File: config.mk
export PLATFORM = sky130hd
export DESIGN_NAME = ysyx_22040759_lsu_flat
export DESIGN_NICKNAME = d
export VERILOG_FILES = /design/src/rtl/ysyx_22040759_lsu_if.sv /design/src/rtl/ysyx_22040759_lsu.sv /design/src/flat_wrapper.sv
export SDC_FILE = /design/constraint.sdc
export NUM_CORES = 1
export LEC_CHECK = 0
export ABC_AREA = 1
export BUFFER_PORTS_ARGS = -buffer_cell sky130_fd_sc_hd__buf_4
export CAP_MARGIN = 25
export CORE_MARGIN = 5
export CORE_UTILIZATION = 39
export DETAILED_ROUTE_END_ITERATION = 8
export GPL_ROUTABILITY_DRIVEN = 0
export PLACE_DENSITY_LB_ADDON = 0.05
export SLEW_MARGIN = 20
export SYNTH_ARGS = -nofsm -noshare
export SYNTH_HDL_FRONTEND = slang
export SYNTH_SLANG_ARGS = --single-unit
File: constraint.sdc
create_clock -name clk -period 1.8 [get_ports clk]
set_input_delay 0 -clock clk [delete_from_list [all_inputs] [get_ports clk]]
set_output_delay 0 -clock clk [all_outputs]
set_load 0.01 [all_outputs]
File: src/rtl/ysyx_22040759_lsu_if.sv
// Bundle of the upstream request/response handshake and the memory port
// of the load/store unit. The LSU takes the slave view; the execute stage
// and the memory model together take the master view.
interface ysyx_22040759_lsu_if #(
    parameter int XLEN = 64,
    parameter int AW   = 64
);
    localparam int NB = XLEN / 8;

    logic            req_valid;
    logic            req_ready;
    logic            req_wen;
    logic [2:0]      req_func3;
    logic [AW-1:0]   req_addr;
    logic [XLEN-1:0] req_wdata;

    logic            resp_valid;
    logic            resp_ready;
    logic [XLEN-1:0] resp_rdata;
    logic            resp_err;

    logic            mem_req_valid;
    logic            mem_req_ready;
    logic            mem_req_wen;
    logic [AW-1:0]   mem_req_addr;
    logic [XLEN-1:0] mem_req_wdata;
    logic [NB-1:0]   mem_req_wmask;
    logic            mem_resp_valid;
    logic [XLEN-1:0] mem_rdata;

    modport slave (
        input  req_valid, req_wen, req_func3, req_addr, req_wdata,
        input  resp_ready,
        input  mem_req_ready, mem_resp_valid, mem_rdata,
        output req_ready,
        output resp_valid, resp_rdata, resp_err,
        output mem_req_valid, mem_req_wen, mem_req_addr, mem_req_wdata, mem_req_wmask
    );

    modport master (
        output req_valid, req_wen, req_func3, req_addr, req_wdata,
        output resp_ready,
        output mem_req_ready, mem_resp_valid, mem_rdata,
        input  req_ready,
        input  resp_valid, resp_rdata, resp_err,
        input  mem_req_valid, mem_req_wen, mem_req_addr, mem_req_wdata, mem_req_wmask
    );
endinterface

File: src/rtl/ysyx_22040759_lsu.sv
// Load/store unit: decodes funct3 into byte lanes, flags misaligned or
// width-illegal accesses, and runs one memory transaction at a time
// through IDLE -> REQ -> WAIT -> RESP. Every output is a flop.
module ysyx_22040759_lsu #(
    parameter int XLEN = 64,
    parameter int AW   = 64
) (
    input logic clk,
    input logic rst_n,
    ysyx_22040759_lsu_if.slave bus
);
    localparam int NB   = XLEN / 8;
    localparam int LGNB = $clog2(NB);

    typedef enum logic [1:0] {
        IDLE,
        REQ,
        WAIT,
        RESP
    } state_t;

    state_t          r_state;
    logic            r_wen;
    logic [2:0]      r_func3;
    logic [LGNB-1:0] r_offset;
    logic            r_reqReady;
    logic            r_respValid;
    logic [XLEN-1:0] r_respRdata;
    logic            r_respErr;
    logic            r_memReqValid;
    logic            r_memReqWen;
    logic [AW-1:0]   r_memReqAddr;
    logic [XLEN-1:0] r_memReqWdata;
    logic [NB-1:0]   r_memReqWmask;

    logic [2:0]      w_alignMask;
    logic [3:0]      w_sizeBytes;
    logic            w_misaligned;
    logic            w_illegal;
    logic            w_err;
    logic [LGNB-1:0] w_offset;
    logic [NB-1:0]   w_lowBytes;
    logic [NB-1:0]   w_wmask;
    logic [XLEN-1:0] w_byteBits;
    logic [XLEN-1:0] w_wdataLane;
    logic [AW-1:0]   w_alignedAddr;

    logic [6:0]             w_dropBits;
    logic [XLEN-1:0]        w_rdShifted;
    logic [XLEN-1:0]        w_rdLeft;
    logic [XLEN-1:0]        w_rdZext;
    logic signed [XLEN-1:0] w_rdSext;
    logic [XLEN-1:0]        w_loadData;

    assign w_offset      = bus.req_addr[LGNB-1:0];
    assign w_alignedAddr = {bus.req_addr[AW-1:LGNB], {LGNB{1'b0}}};

    // Decode the incoming request: access size, alignment and legality,
    // plus the lane-shifted byte mask and store data that go to memory.
    always_comb begin
        w_alignMask = 3'b000;
        w_sizeBytes = 4'd1;
        case (bus.req_func3[1:0])
            2'b00: begin
                w_alignMask = 3'b000;
                w_sizeBytes = 4'd1;
            end
            2'b01: begin
                w_alignMask = 3'b001;
                w_sizeBytes = 4'd2;
            end
            2'b10: begin
                w_alignMask = 3'b011;
                w_sizeBytes = 4'd4;
            end
            default: begin
                w_alignMask = 3'b111;
                w_sizeBytes = 4'd8;
            end
        endcase
        w_misaligned = |(bus.req_addr[2:0] & w_alignMask);
        w_illegal    = (bus.req_func3 == 3'b111)
                     | (bus.req_wen & bus.req_func3[2])
                     | ((XLEN == 32) && (bus.req_func3[1:0] == 2'b11))
                     | ((XLEN == 32) && (bus.req_func3 == 3'b110));
        w_err        = w_misaligned | w_illegal;
        w_lowBytes   = '0;
        w_byteBits   = '0;
        for (int b = 0; b < NB; b++) begin
            w_lowBytes[b]       = (b < int'(w_sizeBytes));
            w_byteBits[8*b +: 8] = {8{b < int'(w_sizeBytes)}};
        end
        w_wmask     = w_lowBytes << w_offset;
        w_wdataLane = (bus.req_wdata & w_byteBits) << {w_offset, 3'b000};
    end

    // Pull the addressed lane out of the returned word, then sign- or
    // zero-extend by pushing it to the top and shifting it back down.
    always_comb begin
        case (r_func3[1:0])
            2'b00:   w_dropBits = 7'(XLEN - 8);
            2'b01:   w_dropBits = 7'(XLEN - 16);
            2'b10:   w_dropBits = 7'(XLEN - 32);
            default: w_dropBits = 7'd0;
        endcase
        w_rdShifted = bus.mem_rdata >> {r_offset, 3'b000};
        w_rdLeft    = w_rdShifted << w_dropBits;
        w_rdZext    = w_rdLeft >> w_dropBits;
        w_rdSext    = $signed(w_rdLeft) >>> w_dropBits;
        w_loadData  = r_func3[2] ? w_rdZext : $unsigned(w_rdSext);
    end

    // Transaction sequencer; erroneous accesses skip memory entirely and
    // responses are cleared once the upstream takes them.
    always_ff @(posedge clk or negedge rst_n) begin
        if (!rst_n) begin
            r_state       <= IDLE;
            r_wen         <= 1'b0;
            r_func3       <= 3'b000;
            r_offset      <= '0;
            r_reqReady    <= 1'b1;
            r_respValid   <= 1'b0;
            r_respRdata   <= '0;
            r_respErr     <= 1'b0;
            r_memReqValid <= 1'b0;
            r_memReqWen   <= 1'b0;
            r_memReqAddr  <= '0;
            r_memReqWdata <= '0;
            r_memReqWmask <= '0;
        end else begin
            case (r_state)
                IDLE: begin
                    if (bus.req_valid) begin
                        r_wen      <= bus.req_wen;
                        r_func3    <= bus.req_func3;
                        r_offset   <= w_offset;
                        r_reqReady <= 1'b0;
                        if (w_err) begin
                            r_respValid <= 1'b1;
                            r_respErr   <= 1'b1;
                            r_respRdata <= '0;
                            r_state     <= RESP;
                        end else begin
                            r_memReqValid <= 1'b1;
                            r_memReqWen   <= bus.req_wen;
                            r_memReqAddr  <= w_alignedAddr;
                            r_memReqWdata <= bus.req_wen ? w_wdataLane : '0;
                            r_memReqWmask <= bus.req_wen ? w_wmask : '0;
                            r_state       <= REQ;
                        end
                    end
                end
                REQ: begin
                    if (bus.mem_req_ready) begin
                        r_memReqValid <= 1'b0;
                        r_state       <= WAIT;
                    end
                end
                WAIT: begin
                    if (bus.mem_resp_valid) begin
                        r_respValid <= 1'b1;
                        r_respErr   <= 1'b0;
                        r_respRdata <= r_wen ? '0 : w_loadData;
                        r_state     <= RESP;
                    end
                end
                default: begin
                    if (bus.resp_ready) begin
                        r_respValid <= 1'b0;
                        r_respRdata <= '0;
                        r_respErr   <= 1'b0;
                        r_reqReady  <= 1'b1;
                        r_state     <= IDLE;
                    end
                end
            endcase
        end
    end

    assign bus.req_ready     = r_reqReady;
    assign bus.resp_valid    = r_respValid;
    assign bus.resp_rdata    = r_respRdata;
    assign bus.resp_err      = r_respErr;
    assign bus.mem_req_valid = r_memReqValid;
    assign bus.mem_req_wen   = r_memReqWen;
    assign bus.mem_req_addr  = r_memReqAddr;
    assign bus.mem_req_wdata = r_memReqWdata;
    assign bus.mem_req_wmask = r_memReqWmask;
endmodule
File: src/flat_wrapper.sv
// flat-port wrapper written by rule: the top's interface ports become plain ports
module ysyx_22040759_lsu_flat 
#(
    parameter int XLEN = 64,
    parameter int AW   = 64
)
  (clk, rst_n, bus_req_valid, bus_req_wen, bus_req_func3, bus_req_addr, bus_req_wdata, bus_resp_ready, bus_mem_req_ready, bus_mem_resp_valid, bus_mem_rdata, bus_req_ready, bus_resp_valid, bus_resp_rdata, bus_resp_err, bus_mem_req_valid, bus_mem_req_wen, bus_mem_req_addr, bus_mem_req_wdata, bus_mem_req_wmask);
  ysyx_22040759_lsu_if #(.XLEN(XLEN), .AW(AW)) bus_i ();
  input logic clk;
  input logic rst_n;
  input wire logic [$bits(bus_i.req_valid)-1:0] bus_req_valid;
  input wire logic [$bits(bus_i.req_wen)-1:0] bus_req_wen;
  input wire logic [$bits(bus_i.req_func3)-1:0] bus_req_func3;
  input wire logic [$bits(bus_i.req_addr)-1:0] bus_req_addr;
  input wire logic [$bits(bus_i.req_wdata)-1:0] bus_req_wdata;
  input wire logic [$bits(bus_i.resp_ready)-1:0] bus_resp_ready;
  input wire logic [$bits(bus_i.mem_req_ready)-1:0] bus_mem_req_ready;
  input wire logic [$bits(bus_i.mem_resp_valid)-1:0] bus_mem_resp_valid;
  input wire logic [$bits(bus_i.mem_rdata)-1:0] bus_mem_rdata;
  output wire logic [$bits(bus_i.req_ready)-1:0] bus_req_ready;
  output wire logic [$bits(bus_i.resp_valid)-1:0] bus_resp_valid;
  output wire logic [$bits(bus_i.resp_rdata)-1:0] bus_resp_rdata;
  output wire logic [$bits(bus_i.resp_err)-1:0] bus_resp_err;
  output wire logic [$bits(bus_i.mem_req_valid)-1:0] bus_mem_req_valid;
  output wire logic [$bits(bus_i.mem_req_wen)-1:0] bus_mem_req_wen;
  output wire logic [$bits(bus_i.mem_req_addr)-1:0] bus_mem_req_addr;
  output wire logic [$bits(bus_i.mem_req_wdata)-1:0] bus_mem_req_wdata;
  output wire logic [$bits(bus_i.mem_req_wmask)-1:0] bus_mem_req_wmask;
  assign bus_i.req_valid = bus_req_valid;
  assign bus_i.req_wen = bus_req_wen;
  assign bus_i.req_func3 = bus_req_func3;
  assign bus_i.req_addr = bus_req_addr;
  assign bus_i.req_wdata = bus_req_wdata;
  assign bus_i.resp_ready = bus_resp_ready;
  assign bus_i.mem_req_ready = bus_mem_req_ready;
  assign bus_i.mem_resp_valid = bus_mem_resp_valid;
  assign bus_i.mem_rdata = bus_mem_rdata;
  assign bus_req_ready = bus_i.req_ready;
  assign bus_resp_valid = bus_i.resp_valid;
  assign bus_resp_rdata = bus_i.resp_rdata;
  assign bus_resp_err = bus_i.resp_err;
  assign bus_mem_req_valid = bus_i.mem_req_valid;
  assign bus_mem_req_wen = bus_i.mem_req_wen;
  assign bus_mem_req_addr = bus_i.mem_req_addr;
  assign bus_mem_req_wdata = bus_i.mem_req_wdata;
  assign bus_mem_req_wmask = bus_i.mem_req_wmask;
  ysyx_22040759_lsu #(.XLEN(XLEN), .AW(AW)) u_core (.clk(clk), .rst_n(rst_n), .bus(bus_i));
endmodule
==> tab_implementation.tex, run 1 <==
\begin{tabular}{lr}
\hline
Metric & Value \\
\hline
\multicolumn{2}{l}{\textbf{Global routing}} \\
Met3 track demand over resource & $\sim$5.3\% \\
First-pass GRT wire length & 82.0 mm \\
Initial antenna violation count & 1 \\
Met2 usage in global routing & 50.9\% \\
Busiest metal layer after global routing & met2 \\
Total global routing track utilization & 28.3\% \\
Via count of the first global-routing pass & about 15k \\
Met1 usage in global routing & 33.4\% \\
Final global-route overflow total & 0 \\
Maximum number of pins on one net before global-route repair & 63 \\
\multicolumn{2}{l}{\textbf{Setup path}} \\
Crit path arrival time & 2.44 ns \\
Number of buffers and inverters on the critical path & 5 \\
Crit Path Max Fanout & 6 \\
CP cell instances & inv\_2 > ha\_4 > nand2\_4 > nand2\_4 > a211oi\_4 > buf\_4 > nand4\_4 > clkinv\_8 > buf\_12 > clkbuf\_16 > a22o\_1 \\
Path type of the worst setup path & reg2reg \\
Most Frequent Cell on Critical Path & nand2\_4 \\
Total number of cells along the worst setup path & 11 \\
Required time reported for the critical path endpoint & 2.27 ns \\
Critical Path Sink Type & flip-flop \\
Gate family responsible for the most delay along the worst path & buffers and inverters \\
Critical path's largest stage delay & 0.39 ns \\
Slowest cell on the critical path & dfrtp\_1 \\
R2r worst-path depth & 11 \\
Category of the worst setup path launch point & flip-flop \\
\multicolumn{2}{l}{\textbf{Logic synthesis}} \\
Register bit total from synthesis & 211 \\
YS warnings & 0 \\
Largest family of logic cells by synthesized area & simple AND/OR/NAND/NOR gates \\
Combined area of all synthesized cells & 12600 µm² \\
Area fraction in compound gates after synthesis & 12.8\% \\
Count of distinct cell types in the synthesized netlist & 48 \\
Number of enable-type register cells in the synthesized netlist & 0 \\
Sequential-to-total area share from yosys stat & 42.1\% \\
Number of cells produced by synthesis & 1811 \\
Area share of xor/xnor cells in the synthesized design & 0\% \\
Multiplexer area fraction after synthesis & 0.558\% \\
Proportion of netlist area held by the largest area contributor & 41.9\% \\
Synth Area in Simple Gates & around 36\% \\
Most used flip-flop cell after synthesis & dfrtp\_1 \\
Syn Area/Cell & 6.93 µm² \\
Adder-cell share of the synthesized area & less than 1\% \\
Yosys top cell by area & dfrtp\_1 \\
Largest cells by area after synthesis & dfrtp\_1 42\%, nand2\_1 25\%, nand3\_1 8.2\%, o21ai\_0 5.6\%, buf\_2 1.9\% \\
Share of synthesized registers carrying an async set or reset & 100\% \\
\multicolumn{2}{l}{\textbf{Detailed routing}} \\
Drt initial violations & 1347 \\
Average vias per placed instance & $\sim$5.3 \\
Overall via count from detail\_route & around 15k \\
DRT Wirelength & 54.0 mm \\
Number of nets with antenna violations after detailed routing & 0 \\
1st-pass router iterations & 6 \\
WL per Instance & about 19 µm \\
Detailed-route DRC error count & 0 \\
\multicolumn{2}{l}{\textbf{Clock tree}} \\
Root Buffer & clkbuf\_16 \\
Maximum count of clock buffers along a single path & 3 \\
TritonCTS clock tree & built \\
Clock-pin slew of the registers on the worst-case setup and hold paths & 0.06 ns \\
CTS sink count & about 210 \\
Number of buffers created by CTS & 25 \\
Clock latency on the worst-skew pair & 0.54 ns \\
Maximum level of the CTS H-tree & 1 \\
\multicolumn{2}{l}{\textbf{Cells and area}} \\
Final Core Density & 63.7\% \\
Most frequent standard cell in the layout excluding fill and tap cells & nand2\_1 \\
Fraction of layout cells with a size suffix above 1 & 34.1\% \\
Area growth from synthesis to layout & 60.6\% \\
Highest-count cells in the layout ignoring fill and taps & 757 x nand2\_1, 564 x buf\_4, 207 x dfrtp\_1, 168 x nand3\_1, 106 x dlygate4sd3\_1 \\
Fin nets & 2646 \\
\multicolumn{2}{l}{\textbf{Job}} \\
Number of maximum-capacitance violations & 0 \\
\multicolumn{2}{l}{\textbf{Outcome}} \\
Outcome & complete, but fails checks \\
Failing checks & negative setup slack \\
\multicolumn{2}{l}{\textbf{Die}} \\
Width of the chip & 189 µm \\
Area of the die & around 36000 µm² \\
Number of core rows & 65 \\
Initial Util & 39.7\% \\
Core Footprint & about 32000 µm² \\
Die extent in y & 189 µm \\
I/O pins & 407 \\
\multicolumn{2}{l}{\textbf{STA}} \\
Setup violators final & 66 \\
Final slew viol count & 0 \\
Worst setup skew after layout & 0.0201 ns \\
Portion of the clock cycle consumed by the worst path in the final layout & 109\% \\
Max Clk Rate & 508 MHz \\
Final critical path time including I/O delays and setup & roughly 2 ns \\
Setup TNS & -7.04 ns \\
Count of endpoints failing hold in the final timing report & 0 \\
Setup repair after global routing missed its margin & true \\
Smallest setup slack after layout & -0.170 ns \\
\multicolumn{2}{l}{\textbf{Placed design}} \\
Quantity of I/O buffers inserted on ports & just over 400 \\
Setup slack after placement & -0.228 ns \\
Placed wire-length estimate & 38.2 mm \\
\multicolumn{2}{l}{\textbf{Pwr}} \\
Design Power & approximately 34000 µW \\
IR Drop Worst-Case VDD & 0.000934 V \\
Cell area power density & 1670 nW/µm² \\
Leakage dissipation & $\sim$0.011 µW \\
\multicolumn{2}{l}{\textbf{Worst hold path}} \\
Hold Crit Class & in2reg \\
Worst Hold Depth & 5 \\
\hline
\end{tabular}
[kinds of logic (layout without fill, tap and decap cells)]
kind of cell	count (synthesis)	in the layout
and+or+nand+nor	1114	1114
AOI/OAI and AO/OA	272	272
DFF	211	211
buffers and inverters	201	847
muxes	7	7
adders and majority gates	5	5
other	1	4
[path summary, 6_finish.rpt]
kind                                              from                           end  slack [ns]
setup / recovery                     u_core.r_state[0]      u_core.bus.resp_rdata[3]       -0.17
hold / removal                       bus_req_wdata[52]  u_core.bus.mem_req_wdata[60]        0.02
setup reg to reg                     u_core.r_state[0]      u_core.bus.resp_rdata[3]       -0.17
hold reg to reg            u_core.bus.mem_req_addr[16]   u_core.bus.mem_req_addr[16]        0.47
max in group asynchronous                        rst_n          u_core.bus.req_ready        0.53
min in group asynchronous                        rst_n     u_core.bus.resp_rdata[41]        0.48
[state kept, by name (all words and copies together), names as in the netlist, 2 cells and up]
signal / flops
u_core.bus.mem_req_wdata: 64
u_core.bus.resp_rdata: 64
u_core.bus.mem_req_addr: 61
u_core.bus.mem_req_wmask: 8
u_core.r_func3: 3
u_core.r_offset: 3
u_core.r_state: 2
[layer usage]
metal	wire length (µm)	vias to the layer above	part of all wire [%]
met2	27600	648	51
met4	2390	0	4.4
li1	-	7157	-
met5	0	-	0
met1	20000	7224	37
met3	3950	145	7.3
[Yosys cell counts, types with 6 or more instances]
cell type / count
a22o_1: 10
buf_4: 15
a22oi_1: 7
a32o_1: 16
o211ai_1: 9
buf_6: 13
nand4_1: 6
inv_2: 7
buf_1: 13
buf_2: 48
nor2_1: 62
inv_1: 63
nand3_1: 205
nand2_1: 825
o21ai_1: 29
mux2i_1: 7
o21ai_0: 140
clkbuf_1: 34
a21oi_1: 38
dfrtp_1: 210
[through the flow]
step | cells | cell area, µm² | hold WS (ns)
floorplan | 1813 | 12600 | -0.296
global placement | 2670 | 17000 | -0.0532
detailed placement | 2670 | 17000 | -0.0489
CTS | 2850 | 19700 | 0.00298
global route | 2862 | 20200 | 0.0249
finish | 2862 | 20200 | 0.0156
[power breakdown]
group	switching [µW]	internal (µW)	leakage, µW
combinational	11300	9480	0.00759
sequential	1340	6730	0.00278
clock	2170	2730	0.000373
total	14800	18900	0.0107
[worst reg2reg max path: cells and delay by family, from the launching register on]
| family | cells | cell delay, ns |
|---|---|---|
| buffers and inverters | 5 | 0.66 |
| DFF | 1 | 0.39 |
| AOI/OAI and AO/OA | 2 | 0.35 |
| and+or+nand+nor | 3 | 0.32 |
| adders and majority gates | 1 | 0.19 |
[cell type report]
class	instances	area, µm²
antenna	1	2.50
clock buffer	35	693
clock inverter	11	91.3
fill	2819	11500
inverter	78	342
multi-input combinational	1401	6930
sequential	211	5290
tap	402	503
timing repair buffer	721	6290
timing repair inverter	2	16.3
[what timing repair did]
action | in CTS | in global routing
cloned | 8 | 5
gates resized for setup | 141 | 106
buffers inserted | 18 | 9
endpoints found under the hold margin | 330 | 0
pin swaps | 24 | 49
endpoints found under the setup margin | 124 | 115
hold buffers | 108 | 0
Note: power is estimated with default switching activity, not from simulation.
==> run 2, diff against run 1 <==
--- a/config.mk
+++ b/config.mk
@@ -11,4 +11,5 @@
 export CORE_MARGIN = 5
 export CORE_UTILIZATION = 39
+export CTS_CLUSTER_DIAMETER = 100
 export DETAILED_ROUTE_END_ITERATION = 8
 export GPL_ROUTABILITY_DRIVEN = 0
==> constraint.sdc (replaced) <==
create_clock -name clk -period 1.8 [get_ports clk]
set_input_delay 0.36 -clock clk [delete_from_list [all_inputs] [get_ports clk]]
set_output_delay 0.36 -clock clk [all_outputs]
set_load 0.01 [all_outputs]
==> tab_implementation.tex, run 2 (synthesis results as in run 1) <==
\begin{tabular}{lr}
\hline
Metric & Value \\
\hline
\multicolumn{2}{l}{\textbf{Cells and area}} \\
Area growth from synthesis to layout & 55.7\% \\
\# diodes & 0 (-1) \\
Post-route non-filler standard cell count & 2788 (-2.6\%) \\
Fin nets & 2573 (-2.8\%) \\
Most frequent standard cell in the layout excluding fill and tap cells & nand2\_1 \\
Highest-count cells in the layout ignoring fill and taps & 732 x nand2\_1, 576 x buf\_4, 208 x dfrtp\_1, 164 x nand3\_1, 110 x o21ai\_0 \\
Fraction of layout cells with a size suffix above 1 & 37.3\% (+3.1 points) \\
\multicolumn{2}{l}{\textbf{Die}} \\
Number of core rows & 65 (unchanged) \\
Die extent in y & 189 µm (unchanged) \\
Area of the die & 35900 µm² (unchanged) \\
Core Footprint & 31600 µm² (unchanged) \\
I/O pins & 407 (unchanged) \\
Initial Util & 39.7\% (unchanged) \\
Width of the chip & 189 µm (unchanged) \\
\multicolumn{2}{l}{\textbf{Detailed routing}} \\
Drt initial violations & 1077 (-20\%) \\
WL per Instance & 18.8 µm (-0.46\%) \\
Number of nets with antenna violations after detailed routing & 0 (unchanged) \\
Detailed-route DRC error count & 0 (unchanged) \\
1st-pass router iterations & 5 (-1) \\
Average vias per placed instance & 5.27 (-0.56\%) \\
DRT Wirelength & 52.3 mm (-3.0\%) \\
Overall via count from detail\_route & 14.7k (-3.1\%) \\
\multicolumn{2}{l}{\textbf{Clock tree}} \\
Clock-pin slew of the registers on the worst-case setup and hold paths & 0.06 ns (about the same) \\
Root Buffer & clkbuf\_16 \\
Maximum count of clock buffers along a single path & 3 (unchanged) \\
Maximum level of the CTS H-tree & 1 (unchanged) \\
Clock latency on the worst-skew pair & 0.55 ns (about the same) \\
Number of buffers created by CTS & 26 (+4.0\%) \\
TritonCTS clock tree & built \\
CTS sink count & 211 (unchanged) \\
\multicolumn{2}{l}{\textbf{STA}} \\
Count of endpoints failing hold in the final timing report & 0 (unchanged) \\
Transition time at the pin with the least slew margin & about 0.54 ns \\
Setup repair after global routing missed its margin & true \\
Max-slew headroom at the worst pin & 63.8\% \\
Worst setup skew after layout & 0.0130 ns (-0.00713 ns) \\
Final slew viol count & 0 (unchanged) \\
Portion of the clock cycle consumed by the worst path in the final layout & 112\% (+2.4 points) \\
Smallest setup slack after layout & -0.214 ns (-0.0439 ns) \\
Max Clk Rate & 497 MHz (-2.2\%) \\
Setup violators final & 66 (unchanged) \\
Final critical path time including I/O delays and setup & 2.01 ns (+0.0439 ns) \\
\multicolumn{2}{l}{\textbf{Pwr}} \\
Design Power & 34000 µW (+0.88\%) \\
IR Drop Worst-Case VDD & 0.000853 V (-8.6\%) \\
Cell area power density & 1740 nW/µm² (+4.0\%) \\
Leakage dissipation & 0.0105 µW (-2.2\%) \\
\multicolumn{2}{l}{\textbf{Global routing}} \\
Total global routing track utilization & 26.9\% (-1.4 points) \\
Via count of the first global-routing pass & 14.5k (-4.1\%) \\
Final global-route overflow total & 0 (unchanged) \\
Initial antenna violation count & 0 (-1) \\
Maximum number of pins on one net before global-route repair & 68 (+7.9\%) \\
First-pass GRT wire length & 77.7 mm (-5.2\%) \\
\multicolumn{2}{l}{\textbf{Setup path}} \\
Start of the worst register-to-register path & u\_core.r\_offset[0] \\
Path type of the worst setup path & reg2reg \\
Critical Path Sink Type & flip-flop \\
Required time reported for the critical path endpoint & 2.23 ns (-0.04 ns) \\
Crit path arrival time & 2.44 ns (about the same) \\
R2R setup slack & -0.21 ns (-0.04 ns) \\
Category of the worst setup path launch point & flip-flop \\
Worst r2r dst & u\_core.bus.resp\_rdata[9] \\
R2r worst-path depth & 9 (-2) \\
Crit Path Max Fanout & 25 (+19) \\
\multicolumn{2}{l}{\textbf{Placed design}} \\
Setup slack after placement & -0.220 ns (+0.00848 ns) \\
Placed Instances & 2706 (+1.3\%) \\
Quantity of I/O buffers inserted on ports & 403 (unchanged) \\
Placed wire-length estimate & 39.1 mm (+2.4\%) \\
\multicolumn{2}{l}{\textbf{Outcome}} \\
Failing checks & negative setup slack \\
Outcome & complete, but fails checks \\
\multicolumn{2}{l}{\textbf{Job}} \\
Number of maximum-capacitance violations & 0 (unchanged) \\
\multicolumn{2}{l}{\textbf{Worst hold path}} \\
Launch point of the worst hold path & bus\_req\_addr[5] \\
Hold Crit Class & in2reg \\
Hold-critical path endpoint & u\_core.bus.mem\_req\_addr[5] \\
Worst Hold Depth & 3 (-2) \\
\hline
\end{tabular}
run 2: routing by layer:
| metal | global-route usage [%] | part of all wire [%] |
|---|---|---|
| met1 | 31.3 | 37 |
| met3 | 5.70 | 7.9 |
| met4 | 12.9 | 5.2 |
| met5 | 0 | 0 |
| met2 | 47.4 | 50 |
run 2: timing repair:
action                                  4_1_cts  5_1_grt
pin swaps                                     4       40
cloned                                        3       11
hold buffers                                  7        0
gates resized for setup                      87      186
buffers inserted                              3       13
endpoints found under the setup margin      131      108
hold endpoints to repair                     50        0
run 2: final cells by class:
class / instances / area, µm²
clock buffers: 39 / 739
clock inverters: 8 / 83.8
fillers: 2903 / 12100
inverters: 78 / 323
multi-input cells: 1401 / 7030
flip-flops and latches: 211 / 5280
well taps: 402 / 503
repair buffers: 647 / 5570
repair inverters: 2 / 12.5
run 2: how the worst max path moves through the flow:
stage | from | end | slack, ns | cells past startpoint
after detailed placement | u_core.r_offset[0] | u_core.bus.resp_rdata[9] | -0.22 | 11
after CTS | u_core.r_offset[0] | u_core.bus.resp_rdata[9] | -0.12 | 11
after global placement | bus_req_func3[0] | u_core.bus.mem_req_wdata[58] | -0.19 | 10
after floorplan | u_core.r_state[0] | u_core.bus.resp_rdata[18] | -0.001 | 11
after global routing | u_core.r_offset[0] | u_core.bus.resp_rdata[63] | -0.27 | 14
final | u_core.r_offset[0] | u_core.bus.resp_rdata[9] | -0.21 | 9
run 2: stage by stage:
step	area, µm²	TNS [ns]	hold WS [ns]	util (%)
floorplan	12600	-0.00768	0.0644	-
global placement	17400	-5.93	0.338	54.9
detailed placement	17400	-15.60	0.341	54.9
CTS	18600	-2.37	0.00162	58.9
global route	19500	-11.12	0.00285	61.8
finish	19500	-5.33	0.0140	61.8
run 2: power breakdown:
part           total [µW]  switching [µW]  internal (µW)
clock network        5070            2090           2980
registers            8150            1410           6740
logic               20800           11200           9570
run 2: worst max-delay path: stages, from the launching register on:
cell	delay, ns
dfrtp_2	0.48
buf_6	0.16
buf_12	0.18
mux2i_4	0.26
nand2_1	0.08
a31oi_2	0.24
buf_4	0.17
a21oi_1	0.04
o21ai_1	0.19
nand2_1	0.08
==> run 3, diff against run 2 <==
- clock period: 1.8 -> 2.5 ns (I/O delays scaled with it)
==> tab_implementation.tex, run 3 (synthesis results as in run 1) <==
\begin{tabular}{lr}
\hline
Metric & Value \\
\hline
\multicolumn{2}{l}{\textbf{Outcome}} \\
Outcome & completed \\
\multicolumn{2}{l}{\textbf{Pwr}} \\
Clock network fraction of total power & 18.6\% (+3.7 points) \\
Design Power & 20500 µW (-40\%) \\
Leakage dissipation & 0.00918 µW (-13\%) \\
IR Drop Worst-Case VDD & 0.000570 V (-33\%) \\
Proportion of power drawn by combinational gates & 52.7\% (-8.5 points) \\
Internal portion of total power & 11300 µW (-41\%) \\
Switching Share & 44.6\% (+1.3 points) \\
Sw power & 9130 µW (-38\%) \\
Cell area power density & 1220 nW/µm² (-30\%) \\
Seq pwr share & 28.8\% (+4.9 points) \\
\multicolumn{2}{l}{\textbf{Die}} \\
Area of the die & 35900 µm² (unchanged) \\
Width of the chip & 189 µm (unchanged) \\
Initial Util & 39.7\% (unchanged) \\
I/O pins & 407 (unchanged) \\
Core Footprint & 31600 µm² (unchanged) \\
Die extent in y & 189 µm (unchanged) \\
Number of core rows & 65 (unchanged) \\
\multicolumn{2}{l}{\textbf{Setup path}} \\
Slowest cell on the critical path & dfrtp\_2 \\
Start of the worst register-to-register path & u\_core.r\_offset[0] \\
Critical path's largest stage delay & 0.50 ns (+0.02 ns) \\
Total number of cells along the worst setup path & 12 (+3) \\
Path type of the worst setup path & reg2reg \\
CP cell instances & inv\_6 > nand2\_1 > nand3\_1 > nand3\_1 > nand3\_1 > nand2\_1 > nand2\_1 > nand3\_1 > buf\_4 > o21ai\_0 > nand2\_1 > nand2\_1 \\
Most Frequent Cell on Critical Path & nand2\_1 \\
R2r worst-path depth & 12 (+3) \\
Number of buffers and inverters on the critical path & 2 (-1) \\
Critical Path Sink Type & flip-flop \\
Gate family responsible for the most delay along the worst path & simple AND/OR/NAND/NOR gates \\
Crit Path Max Fanout & 31 (+24\%) \\
Required time reported for the critical path endpoint & 2.92 ns (+0.69 ns) \\
CP Launch Point & u\_core.r\_offset[0] \\
Category of the worst setup path launch point & flip-flop \\
Crit path arrival time & 2.64 ns (+0.20 ns) \\
\multicolumn{2}{l}{\textbf{STA}} \\
Count of endpoints failing hold in the final timing report & 0 (unchanged) \\
Setup TNS & 0 ns (+5.33 ns) \\
Transition time at the pin with the least slew margin & 1.09 ns (+0.543 ns) \\
Setup repair after global routing missed its margin & false \\
Setup violators final & 0 (-100\%) \\
Max-slew headroom at the worst pin & 27.4\% (-36 points) \\
Worst setup skew after layout & 0.00845 ns (-0.00456 ns) \\
Portion of the clock cycle consumed by the worst path in the final layout & 88.5\% (-23 points) \\
Max Clk Rate & 452 MHz (-9.0\%) \\
Final slew viol count & 0 (unchanged) \\
Final critical path time including I/O delays and setup & 2.21 ns (+0.198 ns) \\
\multicolumn{2}{l}{\textbf{Worst hold path}} \\
Launch point of the worst hold path & bus\_req\_addr[41] \\
Worst Hold Depth & 3 (unchanged) \\
Hold Crit Class & in2reg \\
\multicolumn{2}{l}{\textbf{Cells and area}} \\
Area growth from synthesis to layout & 33.5\% \\
Fraction of layout cells with a size suffix above 1 & 23.9\% (-13 points) \\
Highest-count cells in the layout ignoring fill and taps & 824 x nand2\_1, 441 x buf\_4, 208 x dfrtp\_1, 205 x nand3\_1, 140 x o21ai\_0 \\
\# diodes & 0 (unchanged) \\
Most frequent standard cell in the layout excluding fill and tap cells & nand2\_1 \\
Finished layout cell area & 16800 µm² (-14\%) \\
Fin nets & 2375 (-7.7\%) \\
\multicolumn{2}{l}{\textbf{Global routing}} \\
Via count of the first global-routing pass & 13.5k (-6.4\%) \\
First-pass GRT wire length & 75.3 mm (-3.1\%) \\
Total global routing track utilization & 26.0\% (-0.90 points) \\
Maximum number of pins on one net before global-route repair & 66 (-2.9\%) \\
Initial antenna violation count & 0 (unchanged) \\
Final global-route overflow total & 0 (unchanged) \\
\multicolumn{2}{l}{\textbf{Detailed routing}} \\
DRT Wirelength & 48.9 mm (-6.6\%) \\
1st-pass router iterations & 6 (+1) \\
Overall via count from detail\_route & 13.7k (-6.6\%) \\
Average vias per placed instance & 5.31 (+0.64\%) \\
Drt initial violations & 1034 (-4.0\%) \\
Detailed-route DRC error count & 0 (unchanged) \\
Number of nets with antenna violations after detailed routing & 0 (unchanged) \\
WL per Instance & 18.9 µm (+0.65\%) \\
\multicolumn{2}{l}{\textbf{Clock tree}} \\
Maximum level of the CTS H-tree & 1 (unchanged) \\
TritonCTS clock tree & built \\
Number of buffers inserted to repair setup after CTS & 0 (-3) \\
CTS sink count & 211 (unchanged) \\
Clock latency on the worst-skew pair & 0.53 ns (-0.02 ns) \\
Number of buffers created by CTS & 25 (-3.8\%) \\
Post-CTS sizing & 0 (-100\%) \\
Clock-pin slew of the registers on the worst-case setup and hold paths & 0.06 ns (about the same) \\
Number of buffers added to fix hold violations after cts & 1 (-6) \\
Maximum count of clock buffers along a single path & 3 (unchanged) \\
Root Buffer & clkbuf\_16 \\
\multicolumn{2}{l}{\textbf{Job}} \\
Number of maximum-capacitance violations & 0 (unchanged) \\
\multicolumn{2}{l}{\textbf{Placed design}} \\
Placed standard-cell area & 15900 µm² (-8.6\%) \\
Placed wire-length estimate & 37.0 mm (-5.4\%) \\
Quantity of I/O buffers inserted on ports & 403 (unchanged) \\
\hline
\end{tabular}
-- run 3: cell count changes in the layout (fill, tap and decap cells not counted), sizes merged, moves of 2 or more --
| cell | before | now |
|---|---|---|
| dlygate4sd3 | 7 | 1 |
| buf | 631 | 451 |
| bufinv | 1 | 3 |
| clkinvlp | 4 | 0 |
| clkbuf | 47 | 35 |
-- run 3: through the flow --
stage / hold slack [ns] / setup WS, ns / instances / utilization (%)
finish: 0.167 / 0.288 / 2588 / 53.0
floorplan: 0.204 / 0.641 / 1813 / -
detailed placement: 0.459 / 0.117 / 2543 / 50.2
CTS: 0.137 / 0.295 / 2588 / 53.0
global route: 0.143 / 0.103 / 2588 / 53.0
global placement: 0.455 / 0.207 / 2543 / 50.2
-- run 3: metal layers --
| layer | wire length [µm] | vias up | global-route usage, % |
|---|---|---|---|
| li1 | - | 6602 | - |
| met1 | 18500 | 6395 | 31.4 |
| met2 | 24800 | 623 | 46.8 |
| met3 | 3940 | 112 | 5.27 |
| met4 | 1640 | 0 | 8.12 |
| met5 | 0 | - | 0 |
-- run 3: final timing paths --
check / to / slack [ns]
hold / removal: u_core.bus.mem_req_addr[41] / 0.17
setup / recovery: u_core.bus.resp_rdata[55] / 0.29
max in group asynchronous: u_core.bus.req_ready / 1.24
hold reg to reg: u_core.bus.mem_req_addr[62] / 0.47
setup reg to reg: u_core.bus.resp_rdata[55] / 0.29
min in group asynchronous: u_core.bus.resp_rdata[18] / 0.51
-- run 3: tightest hold or removal path, stage by stage --
cell     delay [ns]
buf_4          0.08
nand2_1        0.04
nand2_1        0.05
-- run 3: cell type report --
cell class | instances | area, µm²
fill | 3132 | 14900
multi-input combinational | 1401 | 6290
tap | 402 | 503
sequential | 211 | 5280
timing repair buffer | 452 | 3520
inverter | 78 | 309
clock buffer | 35 | 713
clock inverter | 9 | 139
-- run 3: power by group through the flow --
stage	registers (µW)	clock network [µW]	logic [µW]
floorplan	6240	0	5620
global route	6060	4030	11900
global placement	5910	0	10700
CTS	5880	3880	10800
detailed placement	5900	0	10800
finish	5890	3800	10800
